**src/rtl/cnn_pkg.sv**
```systemverilog
// Shared constants and the sequencer state type for the convolution engine.
package cnn_pkg;

   localparam int DATA_W      = 16;
   localparam int KERNEL_SIZE = 9;
   localparam int KDIM        = 3;

   typedef enum logic [1:0] {
      IDLE,
      RUN,
      DRAIN,
      DONE
   } seq_state_e;

endpackage

```
**src/rtl/conv_pe_seq_if.sv**
```systemverilog
// Result stream leaving the convolution sequencer: valid/ready with value and output-map index.
interface conv_pe_seq_if #(
   parameter int ADDR_W = 10
) ();

   logic                              out_valid;
   logic                              out_ready;
   logic signed [cnn_pkg::DATA_W-1:0] out_data;
   logic        [ADDR_W-1:0]          out_addr;

   modport master (output out_valid, output out_data, output out_addr, input out_ready);
   modport slave  (input out_valid, input out_data, input out_addr, output out_ready);

endinterface

```
**src/rtl/conv_out_fifo.sv**
```systemverilog
// Two-entry result buffer holding a PE result together with its output-map index.
module conv_out_fifo
   import cnn_pkg::*;
#(
   parameter int ADDR_W = 10
) (
   input  logic                     clk,
   input  logic                     reset,
   input  logic                     push,
   input  logic signed [DATA_W-1:0] push_data,
   input  logic        [ADDR_W-1:0] push_addr,
   input  logic                     pop,
   output logic                     valid,
   output logic        [1:0]        count,
   output logic signed [DATA_W-1:0] head_data,
   output logic        [ADDR_W-1:0] head_addr
);

   logic signed [DATA_W-1:0] data_q [2];
   logic signed [DATA_W-1:0] data_d [2];
   logic        [ADDR_W-1:0] addr_q [2];
   logic        [ADDR_W-1:0] addr_d [2];
   logic                     wr_ptr_q, wr_ptr_d;
   logic                     rd_ptr_q, rd_ptr_d;
   logic        [1:0]        count_q, count_d;
   logic                     do_push, do_pop;

   // A push into a full buffer is still taken when the head leaves in the same cycle.
   always_comb begin
      do_pop   = pop && (count_q != 2'd0);
      do_push  = push && ((count_q != 2'd2) || do_pop);
      data_d   = data_q;
      addr_d   = addr_q;
      wr_ptr_d = wr_ptr_q;
      rd_ptr_d = rd_ptr_q;
      count_d  = count_q;
      if (do_push) begin
         data_d[wr_ptr_q] = push_data;
         addr_d[wr_ptr_q] = push_addr;
         wr_ptr_d         = ~wr_ptr_q;
      end
      if (do_pop) begin
         rd_ptr_d = ~rd_ptr_q;
      end
      case ({do_push, do_pop})
         2'b10:   count_d = count_q + 2'd1;
         2'b01:   count_d = count_q - 2'd1;
         default: count_d = count_q;
      endcase
   end

   always_ff @(posedge clk) begin
      if (reset) begin
         data_q   <= '{default: '0};
         addr_q   <= '{default: '0};
         wr_ptr_q <= 1'b0;
         rd_ptr_q <= 1'b0;
         count_q  <= 2'd0;
      end else begin
         data_q   <= data_d;
         addr_q   <= addr_d;
         wr_ptr_q <= wr_ptr_d;
         rd_ptr_q <= rd_ptr_d;
         count_q  <= count_d;
      end
   end

   assign valid     = (count_q != 2'd0);
   assign count     = count_q;
   assign head_data = data_q[rd_ptr_q];
   assign head_addr = addr_q[rd_ptr_q];

endmodule

```
**src/rtl/conv_pe_seq.sv**
```systemverilog
// Sequencer that streams 3x3 valid-convolution windows through an external PE
// and buffers the results, at most two windows outstanding between PE and consumer.
module conv_pe_seq
   import cnn_pkg::*;
#(
   parameter int IFM_W  = 28,
   parameter int IFM_H  = 28,
   parameter int ADDR_W = 10
) (
   input  logic                     clk,
   input  logic                     reset,
   input  logic                     start,
   output logic                     busy,
   output logic                     done,
   output logic                     ifm_rd_en,
   output logic        [ADDR_W-1:0] ifm_addr,
   input  logic signed [DATA_W-1:0] ifm_rd_data,
   output logic        [3:0]        w_addr,
   input  logic signed [DATA_W-1:0] w_rd_data,
   output logic                     pe_start,
   output logic                     pe_ready_in,
   output logic signed [DATA_W-1:0] pe_featuremap,
   output logic signed [DATA_W-1:0] pe_weight,
   input  logic signed [DATA_W-1:0] pe_result,
   input  logic                     pe_flag,
   conv_pe_seq_if.master            out_if
);

   localparam int OUT_W = IFM_W - KDIM + 1;
   localparam int OUT_H = IFM_H - KDIM + 1;
   localparam logic [3:0]        LAST_TAP = 4'(KERNEL_SIZE - 1);
   localparam logic [3:0]        KDIM_T   = 4'(KDIM);
   localparam logic [ADDR_W-1:0] LAST_COL = ADDR_W'(OUT_W - 1);
   localparam logic [ADDR_W-1:0] LAST_ROW = ADDR_W'(OUT_H - 1);
   localparam logic [ADDR_W-1:0] IFM_W_A  = ADDR_W'(IFM_W);

   seq_state_e        state_q, state_d;
   logic [3:0]        tap_q, tap_d;
   logic [ADDR_W-1:0] col_q, col_d;
   logic [ADDR_W-1:0] row_q, row_d;
   logic [ADDR_W-1:0] tag_q, tag_d;
   logic [1:0]        inflight_q, inflight_d;
   logic              rd_en_q, rd_en_d;

   logic              credit_ok, issue, win_start, last_issue, flag_ok;
   logic [ADDR_W-1:0] kr, kc, tap_addr;
   logic [1:0]        fifo_count;
   logic              fifo_valid, fifo_pop;
   logic signed [DATA_W-1:0] fifo_data;
   logic [ADDR_W-1:0] fifo_addr;

   // Credits are only checked on tap 0, so a window once begun always runs its nine taps.
   always_comb begin
      credit_ok  = ({1'b0, fifo_count} + {1'b0, inflight_q}) < 3'd2;
      issue      = (state_q == RUN) && ((tap_q != 4'd0) || credit_ok);
      win_start  = issue && (tap_q == 4'd0);
      last_issue = issue && (tap_q == LAST_TAP) && (col_q == LAST_COL) && (row_q == LAST_ROW);
      flag_ok    = pe_flag && (inflight_q != 2'd0);
      kr         = ADDR_W'(tap_q / KDIM_T);
      kc         = ADDR_W'(tap_q % KDIM_T);
      tap_addr   = (row_q + kr) * IFM_W_A + col_q + kc;
   end

   always_ff @(posedge clk) begin
      if (reset) begin
         state_q <= IDLE;
      end else begin
         state_q <= state_d;
      end
   end

   always_comb begin
      state_d = state_q;
      case (state_q)
         IDLE:    if (start) state_d = RUN;
         RUN:     if (last_issue) state_d = DRAIN;
         DRAIN:   if ((fifo_count == 2'd0) && (inflight_q == 2'd0)) state_d = DONE;
         DONE:    state_d = IDLE;
         default: state_d = IDLE;
      endcase
   end

   always_comb begin
      busy          = (state_q != IDLE);
      done          = (state_q == DONE);
      pe_start      = (state_q == RUN) || (state_q == DRAIN);
      ifm_rd_en     = issue;
      ifm_addr      = issue ? tap_addr : '0;
      w_addr        = issue ? tap_q : 4'd0;
      pe_ready_in   = rd_en_q;
      pe_featuremap = rd_en_q ? ifm_rd_data : '0;
      pe_weight     = rd_en_q ? w_rd_data : '0;
   end

   // Results return in issue order, so a running count is the index of the next window to land.
   always_comb begin
      tap_d      = tap_q;
      col_d      = col_q;
      row_d      = row_q;
      tag_d      = tag_q;
      inflight_d = inflight_q;
      rd_en_d    = issue;
      if ((state_q == IDLE) && start) begin
         tap_d = 4'd0;
         col_d = '0;
         row_d = '0;
         tag_d = '0;
      end
      if (issue) begin
         if (tap_q == LAST_TAP) begin
            tap_d = 4'd0;
            if (col_q == LAST_COL) begin
               col_d = '0;
               row_d = row_q + 1'b1;
            end else begin
               col_d = col_q + 1'b1;
            end
         end else begin
            tap_d = tap_q + 4'd1;
         end
      end
      if (flag_ok) begin
         tag_d = tag_q + 1'b1;
      end
      case ({win_start, flag_ok})
         2'b10:   inflight_d = inflight_q + 2'd1;
         2'b01:   inflight_d = inflight_q - 2'd1;
         default: inflight_d = inflight_q;
      endcase
   end

   always_ff @(posedge clk) begin
      if (reset) begin
         tap_q      <= 4'd0;
         col_q      <= '0;
         row_q      <= '0;
         tag_q      <= '0;
         inflight_q <= 2'd0;
         rd_en_q    <= 1'b0;
      end else begin
         tap_q      <= tap_d;
         col_q      <= col_d;
         row_q      <= row_d;
         tag_q      <= tag_d;
         inflight_q <= inflight_d;
         rd_en_q    <= rd_en_d;
      end
   end

   assign fifo_pop = fifo_valid && out_if.out_ready;

   conv_out_fifo #(
      .ADDR_W (ADDR_W)
   ) u_out_fifo (
      .clk       (clk),
      .reset     (reset),
      .push      (flag_ok),
      .push_data (pe_result),
      .push_addr (tag_q),
      .pop       (fifo_pop),
      .valid     (fifo_valid),
      .count     (fifo_count),
      .head_data (fifo_data),
      .head_addr (fifo_addr)
   );

   assign out_if.out_valid = fifo_valid;
   assign out_if.out_data  = fifo_data;
   assign out_if.out_addr  = fifo_addr;

endmodule
```
**src/flat_wrapper.sv**
```systemverilog
// flat-port wrapper written by rule: the top's interface ports become plain ports
module conv_pe_seq_flat import cnn_pkg::*;
#(
   parameter int IFM_W  = 28,
   parameter int IFM_H  = 28,
   parameter int ADDR_W = 10
)
  (clk, reset, start, busy, done, ifm_rd_en, ifm_addr, ifm_rd_data, w_addr, w_rd_data, pe_start, pe_ready_in, pe_featuremap, pe_weight, pe_result, pe_flag, out_if_out_valid, out_if_out_data, out_if_out_addr, out_if_out_ready);
  conv_pe_seq_if #(.ADDR_W(ADDR_W)) out_if_i ();
  input  logic clk;
  input  logic reset;
  input  logic start;
  output logic busy;
  output logic done;
  output logic ifm_rd_en;
  output logic        [ADDR_W-1:0] ifm_addr;
  input  logic signed [DATA_W-1:0] ifm_rd_data;
  output logic        [3:0] w_addr;
  input  logic signed [DATA_W-1:0] w_rd_data;
  output logic pe_start;
  output logic pe_ready_in;
  output logic signed [DATA_W-1:0] pe_featuremap;
  output logic signed [DATA_W-1:0] pe_weight;
  input  logic signed [DATA_W-1:0] pe_result;
  input  logic pe_flag;
  output wire logic [$bits(out_if_i.out_valid)-1:0] out_if_out_valid;
  output wire logic [$bits(out_if_i.out_data)-1:0] out_if_out_data;
  output wire logic [$bits(out_if_i.out_addr)-1:0] out_if_out_addr;
  input wire logic [$bits(out_if_i.out_ready)-1:0] out_if_out_ready;
  assign out_if_out_valid = out_if_i.out_valid;
  assign out_if_out_data = out_if_i.out_data;
  assign out_if_out_addr = out_if_i.out_addr;
  assign out_if_i.out_ready = out_if_out_ready;
  conv_pe_seq #(.IFM_W(IFM_W), .IFM_H(IFM_H), .ADDR_W(ADDR_W)) u_core (.clk(clk), .reset(reset), .start(start), .busy(busy), .done(done), .ifm_rd_en(ifm_rd_en), .ifm_addr(ifm_addr), .ifm_rd_data(ifm_rd_data), .w_addr(w_addr), .w_rd_data(w_rd_data), .pe_start(pe_start), .pe_ready_in(pe_ready_in), .pe_featuremap(pe_featuremap), .pe_weight(pe_weight), .pe_result(pe_result), .pe_flag(pe_flag), .out_if(out_if_i));
endmodule
```
**config.mk**
```make
export PLATFORM = sky130hd
export DESIGN_NAME = conv_pe_seq_flat
export DESIGN_NICKNAME = d
export VERILOG_FILES = /design/src/rtl/cnn_pkg.sv /design/src/rtl/conv_pe_seq_if.sv /design/src/rtl/conv_out_fifo.sv /design/src/rtl/conv_pe_seq.sv /design/src/flat_wrapper.sv
export SDC_FILE = /design/constraint.sdc
export NUM_CORES = 1
export LEC_CHECK = 0
export BUFFER_PORTS_ARGS = -buffer_cell sky130_fd_sc_hd__buf_2
export CAP_MARGIN = 20
export CORE_MARGIN = 10
export CORE_UTILIZATION = 53
export CTS_CLUSTER_SIZE = 24
export DETAILED_ROUTE_END_ITERATION = 16
export PLACE_DENSITY_LB_ADDON = 0.15
export RECOVER_POWER = 50
export SYNTH_ARGS = -nofsm -noshare
export SYNTH_HDL_FRONTEND = slang
export SYNTH_SLANG_ARGS = --single-unit
```
**constraint.sdc**
```tcl
create_clock -name clk -period 9.85 [get_ports clk]
set_input_delay 1.4775 -clock clk [delete_from_list [all_inputs] [get_ports clk]]
set_output_delay 1.4775 -clock clk [all_outputs]
set_load 0.02 [all_outputs]
```
==> impl_results.md <==
* Status: finished with violations
* Failing checks: capacitance limit, slew limit
* Sequential fraction of design power at 36.6%
* Largest net degree at the start of global routing at 89
* Mux share of post-synthesis cell area at 5.802%
* Max cap viols at 1
* Yosys top cell area share at 31.05%
* Slew @ Worst Pin at 3802 ps
* Nets at 986
* Max frequency at 107.6 MHz
* Postcts setup bufs at 0
* Global route overflow at 0
* Net switching power at 446.4 uW
* Endpoint class of the critical path: output pin
* Compound-Gate Fraction of Synth Area at 14.01%
* Vias post-DR at 5534
* Setup_tns at 0 ps
* Post-Synth Simple-Gate Area at 24.68%
* Async SR Flop Fraction at 0%
* Switching share of power at 36.55%
* WL/cell at 15.56 um
* Clock tree sinks at 95
* DP Cell Count at 1011
* EDFF count, synth at 0
* Ys flop type: dfxtp_1
* Yosys cell types at 56
* Hold crit path type: flip-flop to flip-flop
* Clock Tree Buf Depth at 2
* Top cell by count, worst path: ha_1
* Post-cts repair resize count at 0
* I/O pin cnt at 131
* Util after Layout at 62.76%
* Worst slew margin at -153.5%
* Min Hold Slack at 454.5 ps
* Post-DP HPWL at 12090 um
* CTS tree: built
* Adder-Cell Fraction of Synth Area at 12.75%
* Port buffer count at 130
* Most area-hungry cell type in the Yosys netlist: dfxtp_1
* P_leak at 3.147 nW
* Clk pwr share at 31.1%
* Synth Cell Area at 0.006125 mm2
* Crit-path max FO at 14
* P_int at 774.8 uW
* Clk slew on worst S/H paths at 70 ps
* PD cells at 171.1 mW/mm2
* First-pass GRT wire length at 26690 um
* Row count at 39
* Critical Path RT at 8370 ps
* Yosys warns at 0
* Maximum vdd drop at 0.0001122 V
* Min cycle time layout at 9295 ps
* Num CTS Buffers at 9
* Clk_lat worst skew at 340 ps
* CTS root buf: clkbuf_16
* Fin cells at 1027
* Share of the yosys chip area belonging to registers at 31.05%
* DP Area at 0.006814 mm2
* Vias per cell at 5.389
* Diodes inserted at 0
* H-tree depth at 3
* Initial antenna violation count at 0
* Critical Path Start Type: flip-flop
* Top post-synthesis cells by count: nand2_1, dfxtp_1, a21oi_1, nor2_1, inv_1
* Post-synthesis cell count at 773
* Synth-to-layout area growth at 16.51%
* Syn nets at 880
* Crit path arrival time at 7820 ps
* Drt total wl at 15980 um
* Die Wd at 127.5 um
* Mapped Avg Cell Area at 7.923 um2
* Pre-CTS setup slack at 946.1 ps
* Fraction of layout cells with a size suffix above 1 at 20.59%
* CP max stage cell: dfxtp_1
* Flops & latches, synth at 95
* Synth area leaders: dfxtp_1, nand2_1, ha_1
* XOR/XNOR Fraction of Synth Area at 6.537%
* Worst Skew at 7.613 ps
* Drt first pass iters at 5
* Final Setup Violations at 0
* Vias in the first global route at 5524
* Number of remaining DRC errors at 0
* Hold buffer count at cts at 0
* RSZ-0062 raised after global routing: false
* Final Cell Area at 0.007136 mm2
* Fin crit share at 94.36%
* Chip height at 127.5 um
* Die Area at 0.01626 mm2
* GPL Wtd Cong at 0.8958
* Starting Density at 53.87%
* Setup ws final at 555.2 ps
* GRT Total Usage at 19.36%
* Count leader, synth: nand2_1
* Initial DRC Count at 421
* Max-slew violations at 89
* Routed Antenna Nets at 0
* Overall Power at 1.221 mW
* Largest family of logic cells by synthesized area: simple AND/OR/NAND/NOR gates
* Hold Fails Final Rpt at 0
* Crit-path max cell delay at 580 ps
* CP Class: flip-flop to output pin
* Core outline area at 0.01137 mm2
* Logic pwr share at 32.3%
-- power by group through the flow --
stage	logic, mW	registers [mW]	clock network (mW)
after floorplan	0.289	0.440	0
after global placement	0.391	0.451	0
after detailed placement	0.400	0.455	0
after CTS	0.402	0.446	0.388
after global routing	0.439	0.453	0.405
final	0.394	0.447	0.380
-- worst max-delay path: cells and delay by family (launching register included) --
| kind | cells | cell delay (ps) |
|---|---|---|
| fa+ha+maj | 7 | 2400 |
| flops | 1 | 580 |
| buf+inv | 4 | 510 |
| xor+xnor | 3 | 940 |
| simple gates | 10 | 2060 |
| compound gates | 4 | 980 |
-- final timing paths --
kind	startpoint	endpoint	slack, ps	depth (start not counted)
setup / recovery	u_core.tap_q[2]$_SDFFE_PP0P_	ifm_addr[9]	560	28
hold / removal	u_core.u_out_fifo.data_q[14]$_SDFFE_PP0P_	u_core.u_out_fifo.data_q[14]$_SDFFE_PP0P_	450	2
setup reg to reg	u_core.tap_q[0]$_SDFFE_PP0P_	u_core.inflight_q[1]$_SDFFE_PP0P_	6630	9
hold reg to reg	u_core.u_out_fifo.data_q[14]$_SDFFE_PP0P_	u_core.u_out_fifo.data_q[14]$_SDFFE_PP0P_	450	2
-- logic make-up after synthesis --
group	after synthesis
compound gates	145
xor+xnor	42
fa+ha+maj	54
buf+inv	79
flops	95
mux	32
simple gates	326
-- routing by layer --
metal	vias to the layer above	GRT usage (%)	part of all wire, %
met3	20	4.094	4.2
met4	0	5.693	1.2
met2	130	33.36	51
met1	2589	23.64	44
met5	-	0	0
li1	2795	-	-
-- layout make-up --
type,instances,area (um2)
clock buffers,9,225.2
clock inverters,7,105.1
fillers,1014,4234
inverters,41,153.9
multi-input cells,599,3906
flip-flops and latches,95,1903
well taps,143,178.9
repair buffers,133,663.1
-- flip-flops by register name, summed over array words and instances (netlist names), 2 cells and up --
register	cells
u_core.u_out_fifo.data_q	32
u_core.u_out_fifo.addr_q	20
u_core.col_q	10
u_core.row_q	10
u_core.tag_q	10
u_core.tap_q	4
u_core.inflight_q	2
u_core.state_q	2
u_core.u_out_fifo.count	2
-- cells in the final DEF (no fill, tap or decap), drive strengths merged, types with 19 or more instances in the layout --
cell type / instances
dfxtp: 95
buf: 127
and2: 41
nor2: 70
a21oi: 89
nand2: 138
xnor2: 26
mux2: 28
ha: 40
inv: 43
o21ai: 19
(Power assumes the default switching activity.)
